==> src/rtl/local_mem_ch_mon_pkg.sv <==
// Shared types and constants for the local memory channel calibration monitor.
package local_mem_ch_mon_pkg;

    localparam int unsigned STATE_W       = 3;
    localparam int unsigned RST_PULSE_LEN = 16;
    localparam int unsigned PULSE_W       = $clog2(RST_PULSE_LEN);
    localparam int unsigned RETRY_W       = 4;

    typedef enum logic [STATE_W-1:0] {
        ST_IDLE     = 3'd0,
        ST_WAIT_CAL = 3'd1,
        ST_READY    = 3'd2,
        ST_FAIL     = 3'd3,
        ST_TIMEOUT  = 3'd4
    } ch_state_e;

endpackage

==> src/rtl/local_mem_ch_fsm.sv <==
// Calibration tracker for one memory channel: reset pulse, timeout and result states.
// Optional retry from FAIL/TIMEOUT is enabled by LOCAL_MEM_CH_MON_RETRY_EN.
module local_mem_ch_fsm
    import local_mem_ch_mon_pkg::*;
#(
    parameter int unsigned TIMEOUT_CYCLES = 1048576,
    parameter int unsigned MAX_RETRY      = 3
) (
    input  logic      clk,
    input  logic      rst_n,
    input  logic      enable,
    input  logic      cal_success,
    input  logic      cal_fail,
    input  logic      retry_req,
    output logic      rst_req,
    output logic      ready,
    output ch_state_e state,
    output ch_state_e state_nxt_c
`ifdef LOCAL_MEM_CH_MON_RETRY_EN
    ,
    output logic [RETRY_W-1:0] retry_cnt
`endif
);

    localparam int unsigned      CNT_W    = $clog2(TIMEOUT_CYCLES);
    localparam logic [CNT_W-1:0] CNT_LAST = CNT_W'(TIMEOUT_CYCLES - 1);

    logic [CNT_W-1:0]   cnt;
    logic [PULSE_W-1:0] pulse_cnt;
    logic               cal_ok;
    logic               cal_bad;
    logic               start_cal;

    // Calibration results are meaningless while the EMIF is still held in reset.
    assign cal_ok  = cal_success && !rst_req;
    assign cal_bad = cal_fail && !rst_req;

    always_comb begin
        state_nxt_c = state;
        start_cal   = 1'b0;
        if (!enable) begin
            state_nxt_c = ST_IDLE;
        end else begin
            case (state)
                ST_IDLE: begin
                    state_nxt_c = ST_WAIT_CAL;
                    start_cal   = 1'b1;
                end
                ST_WAIT_CAL: begin
                    if (cal_bad)               state_nxt_c = ST_FAIL;
                    else if (cal_ok)           state_nxt_c = ST_READY;
                    else if (cnt == CNT_LAST)  state_nxt_c = ST_TIMEOUT;
                end
                ST_READY: begin
                    if (!cal_success || cal_fail) state_nxt_c = ST_FAIL;
                end
                ST_FAIL, ST_TIMEOUT: begin
`ifdef LOCAL_MEM_CH_MON_RETRY_EN
                    if (retry_req && (retry_cnt < RETRY_W'(MAX_RETRY))) begin
                        state_nxt_c = ST_WAIT_CAL;
                        start_cal   = 1'b1;
                    end
`else
                    state_nxt_c = state;
`endif
                end
                default: state_nxt_c = ST_IDLE;
            endcase
        end
    end

    always_ff @(posedge clk or negedge rst_n) begin
        if (!rst_n) begin
            state     <= ST_IDLE;
            ready     <= 1'b0;
            rst_req   <= 1'b0;
            cnt       <= '0;
            pulse_cnt <= '0;
        end else begin
            state <= state_nxt_c;
            ready <= (state_nxt_c == ST_READY);
            if (start_cal) begin
                cnt       <= '0;
                rst_req   <= 1'b1;
                pulse_cnt <= PULSE_W'(RST_PULSE_LEN - 1);
            end else begin
                if ((state == ST_WAIT_CAL) && (cnt != '1)) cnt <= cnt + CNT_W'(1);
                if (state_nxt_c != ST_WAIT_CAL) begin
                    rst_req <= 1'b0;
                end else if (rst_req) begin
                    if (pulse_cnt == '0) rst_req <= 1'b0;
                    else                 pulse_cnt <= pulse_cnt - PULSE_W'(1);
                end
            end
        end
    end

`ifdef LOCAL_MEM_CH_MON_RETRY_EN
    // Retry budget is only restored by going through IDLE.
    always_ff @(posedge clk or negedge rst_n) begin
        if (!rst_n)                          retry_cnt <= '0;
        else if (state_nxt_c == ST_IDLE)     retry_cnt <= '0;
        else if (start_cal && (state != ST_IDLE)) retry_cnt <= retry_cnt + RETRY_W'(1);
    end
`else
    logic unused_retry;
    assign unused_retry = retry_req & (MAX_RETRY != 0);
`endif

endmodule

==> src/rtl/local_mem_ch_mon.sv <==
// Multi-channel EMIF calibration monitor with aggregate ready/error flags.
// Define LOCAL_MEM_CH_MON_RETRY_EN to allow CSR retries and expose retry_cnt.
module local_mem_ch_mon
    import local_mem_ch_mon_pkg::*;
#(
    parameter int unsigned NUM_CH         = 4,
    parameter int unsigned TIMEOUT_CYCLES = 1048576,
    parameter int unsigned MAX_RETRY      = 3
) (
    input  logic                      clk,
    input  logic                      rst_n,
    input  logic [NUM_CH-1:0]         ch_enable,
    input  logic [NUM_CH-1:0]         cal_success,
    input  logic [NUM_CH-1:0]         cal_fail,
    input  logic [NUM_CH-1:0]         retry_req,
    output logic [NUM_CH-1:0]         ch_rst_req,
    output logic [STATE_W*NUM_CH-1:0] ch_state,
    output logic [NUM_CH-1:0]         ch_ready,
    output logic                      all_ready,
    output logic                      any_error
`ifdef LOCAL_MEM_CH_MON_RETRY_EN
    ,
    output logic [RETRY_W*NUM_CH-1:0] retry_cnt
`endif
);

    ch_state_e state_q   [NUM_CH];
    ch_state_e state_nxt [NUM_CH];
    logic      all_ready_c;
    logic      any_error_c;

    for (genvar gi = 0; gi < NUM_CH; gi++) begin : g_ch
        local_mem_ch_fsm #(
            .TIMEOUT_CYCLES (TIMEOUT_CYCLES),
            .MAX_RETRY      (MAX_RETRY)
        ) u_fsm (
            .clk         (clk),
            .rst_n       (rst_n),
            .enable      (ch_enable[gi]),
            .cal_success (cal_success[gi]),
            .cal_fail    (cal_fail[gi]),
            .retry_req   (retry_req[gi]),
            .rst_req     (ch_rst_req[gi]),
            .ready       (ch_ready[gi]),
            .state       (state_q[gi]),
            .state_nxt_c (state_nxt[gi])
`ifdef LOCAL_MEM_CH_MON_RETRY_EN
            ,
            .retry_cnt   (retry_cnt[gi*RETRY_W +: RETRY_W])
`endif
        );
        assign ch_state[gi*STATE_W +: STATE_W] = state_q[gi];
    end

    // Aggregates are formed from next states so they line up with the per-channel registers.
    always_comb begin
        all_ready_c = |ch_enable;
        any_error_c = 1'b0;
        for (int unsigned i = 0; i < NUM_CH; i++) begin
            if (ch_enable[i] && (state_nxt[i] != ST_READY)) all_ready_c = 1'b0;
            if ((state_nxt[i] == ST_FAIL) || (state_nxt[i] == ST_TIMEOUT)) any_error_c = 1'b1;
        end
    end

    always_ff @(posedge clk or negedge rst_n) begin
        if (!rst_n) begin
            all_ready <= 1'b0;
            any_error <= 1'b0;
        end else begin
            all_ready <= all_ready_c;
            any_error <= any_error_c;
        end
    end

endmodule

==> config.mk <==
export PLATFORM = sky130hd
export DESIGN_NAME = local_mem_ch_mon
export DESIGN_NICKNAME = d
export VERILOG_FILES = /design/src/rtl/local_mem_ch_mon_pkg.sv /design/src/rtl/local_mem_ch_fsm.sv /design/src/rtl/local_mem_ch_mon.sv
export SDC_FILE = /design/constraint.sdc
export NUM_CORES = 1
export LEC_CHECK = 0
export ABC_CLOCK_PERIOD_IN_PS = 5800
export CAP_MARGIN = 20
export CORE_MARGIN = 5
export CORE_UTILIZATION = 43
export CTS_CLUSTER_DIAMETER = 30
export CTS_CLUSTER_SIZE = 25
export DETAILED_ROUTE_END_ITERATION = 6
export PLACE_DENSITY_LB_ADDON = 0.2
export SLEW_MARGIN = 20
export SYNTH_ARGS = -nofsm -noshare
export SYNTH_HDL_FRONTEND = slang
export SYNTH_SLANG_ARGS = --single-unit
==> constraint.sdc <==
create_clock -name clk -period 5.8 [get_ports clk]
set_input_delay 1.16 -clock clk [delete_from_list [all_inputs] [get_ports clk]]
set_output_delay 1.16 -clock clk [all_outputs]
set_load 0.005 [all_outputs]
### Word level (Yosys, flattened, before mapping)

Cells that the tools add are included.

| storage, ports and cells | value |
|---|---|
| word-level logic and storage cells | 219 |
| ROM bits | 0 |
| output and inout bits | 22 |
| bits in latches | 0 |
| RAM bits | 0 |
| flip-flop bits (word level) | 118 |
| memories | 0 |

| cells by class | value |
|---|---|
| multipliers | 0 |
| bitwise operators | 0 |
| equality and inequality tests | 52 |
| $lt $le $gt $ge | 0 |
| reductions and logical operators | 57 |
| add/subtract/negate cells | 8 |
| shifts and indexed selects | 0 |
| multiplexer cells | 80 |
| divide/modulo/power cells | 0 |

Operator list:

| operator | number |
|---|---|
| $mux W20 | 8 |
| $add A20 B1 Y20 const B | 4 |
| $eq A20 B20 Y1 const B | 4 |
| $ne A20 B20 Y1 const B | 4 |
| $mux W4 | 16 |
| $mux W3 | 20 |
| $eq A3 B2 Y1 const B | 16 |
| $pmux W3 S4 | 4 |
| $mux W1 | 32 |
| $eq A3 B3 Y1 const B | 8 |
| $logic_and A1 B1 Y1 | 16 |
| $logic_not A4 Y1 | 4 |
| $ne A2 B1 Y1 const B | 8 |
| $reduce_bool A2 Y1 | 8 |
| $sub A4 B1 Y4 const B | 4 |
| $eq A3 B1 Y1 const B | 4 |
| $logic_not A3 Y1 | 4 |
| $ne A3 B1 Y1 const B | 4 |
| $ne A3 B2 Y1 const B | 4 |
| $reduce_and A3 Y1 | 4 |
| $logic_not A1 Y1 | 8 |
| $logic_or A1 B1 Y1 | 8 |
| $reduce_or A2 Y1 | 4 |
| $reduce_or A4 Y1 | 1 |

### Logic depth before layout (Yosys ltp)

| depth | value |
|---|---|
| word-level depth | 12 |
| depth in mapped cells | 8 |
| mapped depth without buffers | 8 |

### Cells and area by module

Synthesis repeated with hierarchy kept, for this count alone.

| second synthesis, totals | value |
|---|---|
| cells, all modules | 782 |
| area, all modules | 7259.5 sq um |

Modules (own cells, without submodules):

| module | sequential area each (sq um) | instances | cells an instance | area an instance (sq um) |
|---|---|---|---|---|
| local_mem_ch_fsm (g_ch[0].u_fsm ...) | 725.7 | 3 | 189 | 1789.2 |
| local_mem_ch_fsm (g_ch[3].u_fsm) | 725.7 | 1 | 187 | 1711.6 |
| local_mem_ch_mon | 50.0 | 1 | 28 | 180.2 |

### Least setup slack after synthesis

No wires, ideal clock.

| path | value |
|---|---|
| kind | input port to flip-flop |
| from | in ch_enable[0] |
| to | reg g_ch[0].u_fsm.cnt[15] |
| data arrival time | 2.372 ns |
| path buffers | 0 |
| data required time | 5.722 ns |
| library setup time | 0.078 ns |
| cell stages on the path | 5 |
| slack | 3.350 ns |
| cells stage by stage | nand2b_1 -> nor3_1 -> a32oi_1 -> or3_2 -> a21oi_1 |

| between the ends | value |
|---|---|
| word-level cells in the longest chain between the ends | 2 |
| elaborated cells on any way between the ends | 3 |

Ends and longest elaborated chain:

| what | line | RTL |
|---|---|---|
| start: declaration | local_mem_ch_mon.sv:12 | `input logic [NUM_CH-1:0] ch_enable,` |
| $mux W1 * | local_mem_ch_fsm.sv:41 | `if (!enable) begin` |
| $mux W20 or $reduce_bool A2 Y1 (tied branches) | - |  |
| end signal: assignment | local_mem_ch_fsm.sv:87 | `if ((state == ST_WAIT_CAL) && (cnt != '1)) cnt <= cnt + CNT_W'(1);` |
| end: declaration | local_mem_ch_fsm.sv:28 | `logic [CNT_W-1:0] cnt;` |

Mark *: on every way between the ends. The rest lies on a longest branch, timed or not.
A chain may end at the register's enable or synchronous reset.

### Worst setup path in the final report

Ends and elaborated chain as after synthesis.

==> flow_summary.json <==
{
  "status": "finished clean",
  "nFillCells": 1308,
  "die_h_microns": 130,
  "period_needed_ps": 2880,
  "hold_path.class": "reg2reg",
  "finalSetupViolations": 0,
  "routabilityCongestion": 0.890,
  "critPathKind": "in2reg",
  "n_antenna_cell": 0,
  "min-delay-start": "g_ch[3].u_fsm.cnt[4]$_DFFE_PN0P_",
  "postCtsSetupBuffers": 0,
  "rsz0062_at_grt": "no",
  "multiInputGateArea_sq_um": 2960,
  "cts-buffers-inserted": 17,
  "synthFlopType": "dfrtp_1",
  "wl_per_cell_microns": 14.6,
  "dieArea_sq_um": 16800,
  "area_growth_syn_to_layout_pct": 17.6,
  "rr_worst_depth": 5,
  "synth_edf_count": 0,
  "nets": 727,
  "io_pins": 40,
  "htreeDepth": 4,
  "route.detailed.drc": 0,
  "clk_pin_slew_ps": 50,
  "cap_violations": 0,
  "path_max_fanout": 24,
  "worst_setup_path_start_kind": "primary input",
  "grt_max_degree": 64,
  "timing.rr.end": "g_ch[3].u_fsm.cnt[19]$_DFFE_PN0P_",
  "finalMaxSlewViolations": 0,
  "ys_top_cells_by_area": "dfrtp_1, xor2_1, nor2_1, nand2_1, xnor2_1",
  "timing.hold.ws_ps": 485,
  "tritoncts": "built",
  "core_sq_um": 13900,
  "grt_overflow": 0,
  "slew_headroom_pct": 32.2,
  "hold_viol_final": 0,
  "hold_depth": 1,
  "drive_gt1_share_pct": 6.87,
  "crit_arrival_ps": 3210,
  "initial_core_util_pct": 44.1,
  "syn_nets": 697,
  "yosysWarnings": 0,
  "dp_hpwl_mm": 9.00,
  "ys_types": 56,
  "avgSynthCellArea_sq_um": 9.16,
  "regArea_sq_um": 2950,
  "die_w_microns": 130,
  "netlist_area_sq_um": 6150,
  "cts_hold_buf": 0,
  "synthArstFlopShare_pct": 100,
  "ant_nets": 0,
  "fin_skew_ps": 5.96,
  "peakVddDrop_uv": 256,
  "io_buffers": 35,
  "grt_pass1_vias": 4823,
  "yosys.area.top_type": "dfrtp_1",
  "holdPathEnd": "g_ch[3].u_fsm.cnt[4]$_DFFE_PN0P_",
  "synth_seq_area_share_pct": 48.0,
  "min_period_over_period_pct": 49.6,
  "row_count": 43,
  "synth_top_cells_by_count": "dfrtp_1, nor2_1, nand2_1, xor2_1, nand3_1",
  "firstDrtPassIters": 5,
  "rr_startpoint": "g_ch[3].u_fsm.state[1]$_DFF_PN0_",
  "vias": 4924,
  "power_density_nw_per_um2": 327,
  "fmax_mhz": 348,
  "worst_pin_slew_ps": 1020,
  "clock-sinks": 118,
  "clk_path_buf_depth": 2,
  "synth_top_area_share_pct": 48.0,
  "worstPathRequired_ps": 6140,
  "track_usage_pct": 16.7,
  "grt_pass1_wl_mm": 22.5,
  "r2r_slack_ps": 3010,
  "ys_ff_latch": 118,
  "cts.root.buffer_cell": "clkbuf_16",
  "via_per_inst": 5.51,
  "p_leak_nw": 3.13,
  "crit_path_end_kind": "flip-flop",
  "cts.repair.resized": 0,
  "synthCells": 671,
  "wirelength_mm": 13.1,
  "clock_latency_ps": 410,
  "fin_tns_setup_ps": 0,
  "antenna_found_initial": 0,
  "first_iter_violations": 318,
  "yosysMostFrequentCell": "dfrtp_1"
}
critical path, cell delays in order:
cell and delay, ps:
clkdlybuf4s50_1 630, nand2b_1 130, nor3_2 110, buf_4 280
a32oi_1 280, or3_2 470, a21oi_1 140
logic make-up (layout without fill, tap and decap cells):
logic type / count (synthesis) / after routing / share of synthesized area (%)
XOR/XNOR: 69 / 69 / 9.83
adder cells (fa/ha/maj): 8 / 8 / 1.63
AND/OR/NAND/NOR: 317 / 317 / 25.7
AO/OA/AOI/OAI: 94 / 94 / 9.62
buffers and inverters: 58 / 100 / 4.07
multiplexers: 7 / 7 / 1.14
flip-flops: 118 / 118 / 48.0
final cells by class:
cell class / count / area share, %
inverter: 29 / 1.51
tap: 180 / 3.11
clock buffer: 22 / 6.56
sequential: 118 / 40.8
multi-input combinational: 495 / 40.9
timing repair buffer: 40 / 5.33
clock inverter: 9 / 1.73
sequential cells by signal, summed over array words and instances, names as in the netlist:
signal,cells
g_ch.u_fsm.rst_req,4
g_ch.u_fsm.cnt,80
g_ch.u_fsm.state,12
g_ch.u_fsm.ready,4
any_error,1
g_ch.u_fsm.pulse_cnt,16
all_ready,1
worst max path at each step:
| stage | endpoint | start | cells after the start | slack [ps] |
|---|---|---|---|---|
| after floorplan | g_ch[0].u_fsm.cnt[15]$_DFFE_PN0P_ | ch_enable[0] | 5 | 3350 |
| after global placement | g_ch[0].u_fsm.cnt[15]$_DFFE_PN0P_ | ch_enable[0] | 7 | 2580 |
| after detailed placement | g_ch[0].u_fsm.cnt[15]$_DFFE_PN0P_ | ch_enable[0] | 7 | 2500 |
| after CTS | g_ch[0].u_fsm.cnt[15]$_DFFE_PN0P_ | ch_enable[0] | 7 | 2930 |
| after global routing | g_ch[0].u_fsm.cnt[15]$_DFFE_PN0P_ | ch_enable[0] | 7 | 2740 |
| final | g_ch[0].u_fsm.cnt[15]$_DFFE_PN0P_ | ch_enable[0] | 7 | 2920 |
layout by cell type (no fill, tap or decap), types with 11 or more instances in the layout:
cell type / instances
nor2_1: 96
dfrtp_1: 118
and3_1: 12
o21ai_0: 27
nand2_1: 68
inv_1: 29
nand3_1: 36
xor2_1: 42
a21oi_1: 27
nor3_1: 13
and4_1: 11
xnor2_1: 27
clkbuf_16: 17
or3_1: 16
nand4_1: 23
clkdlybuf4s50_1: 34
where the power goes:
group	switching (mW)	internal, mW
Combinational	0.182	0.142
Clock	0.361	0.703
Sequential	0.0748	0.898
Total	0.618	1.74
routing by layer:
metal	GRT usage, %	vias to the layer above	share of wire, %	wire length [microns]
met3	4.99	22	4.4	571
met1	21.4	2403	47	6070
met4	5.81	0	1.9	248
li1	-	2394	-	-
met2	26.9	105	47	6160
met5	0	-	0	0
per-stage QoR:
stage                     power (mW)  cells  setup WS [ps]  area, sq um  util [%]
after global routing            2.48    893           2740         7230      51.9
after CTS                       2.39    893           2930         7230      51.9
after floorplan                 1.19    671           3350         6150         -
after global placement          1.30    862           2580         6630      47.6
final                           2.36    893           2920         7230      51.9
after detailed placement        1.31    862           2500         6630      47.6
Note: power is estimated with default switching activity, not from simulation.
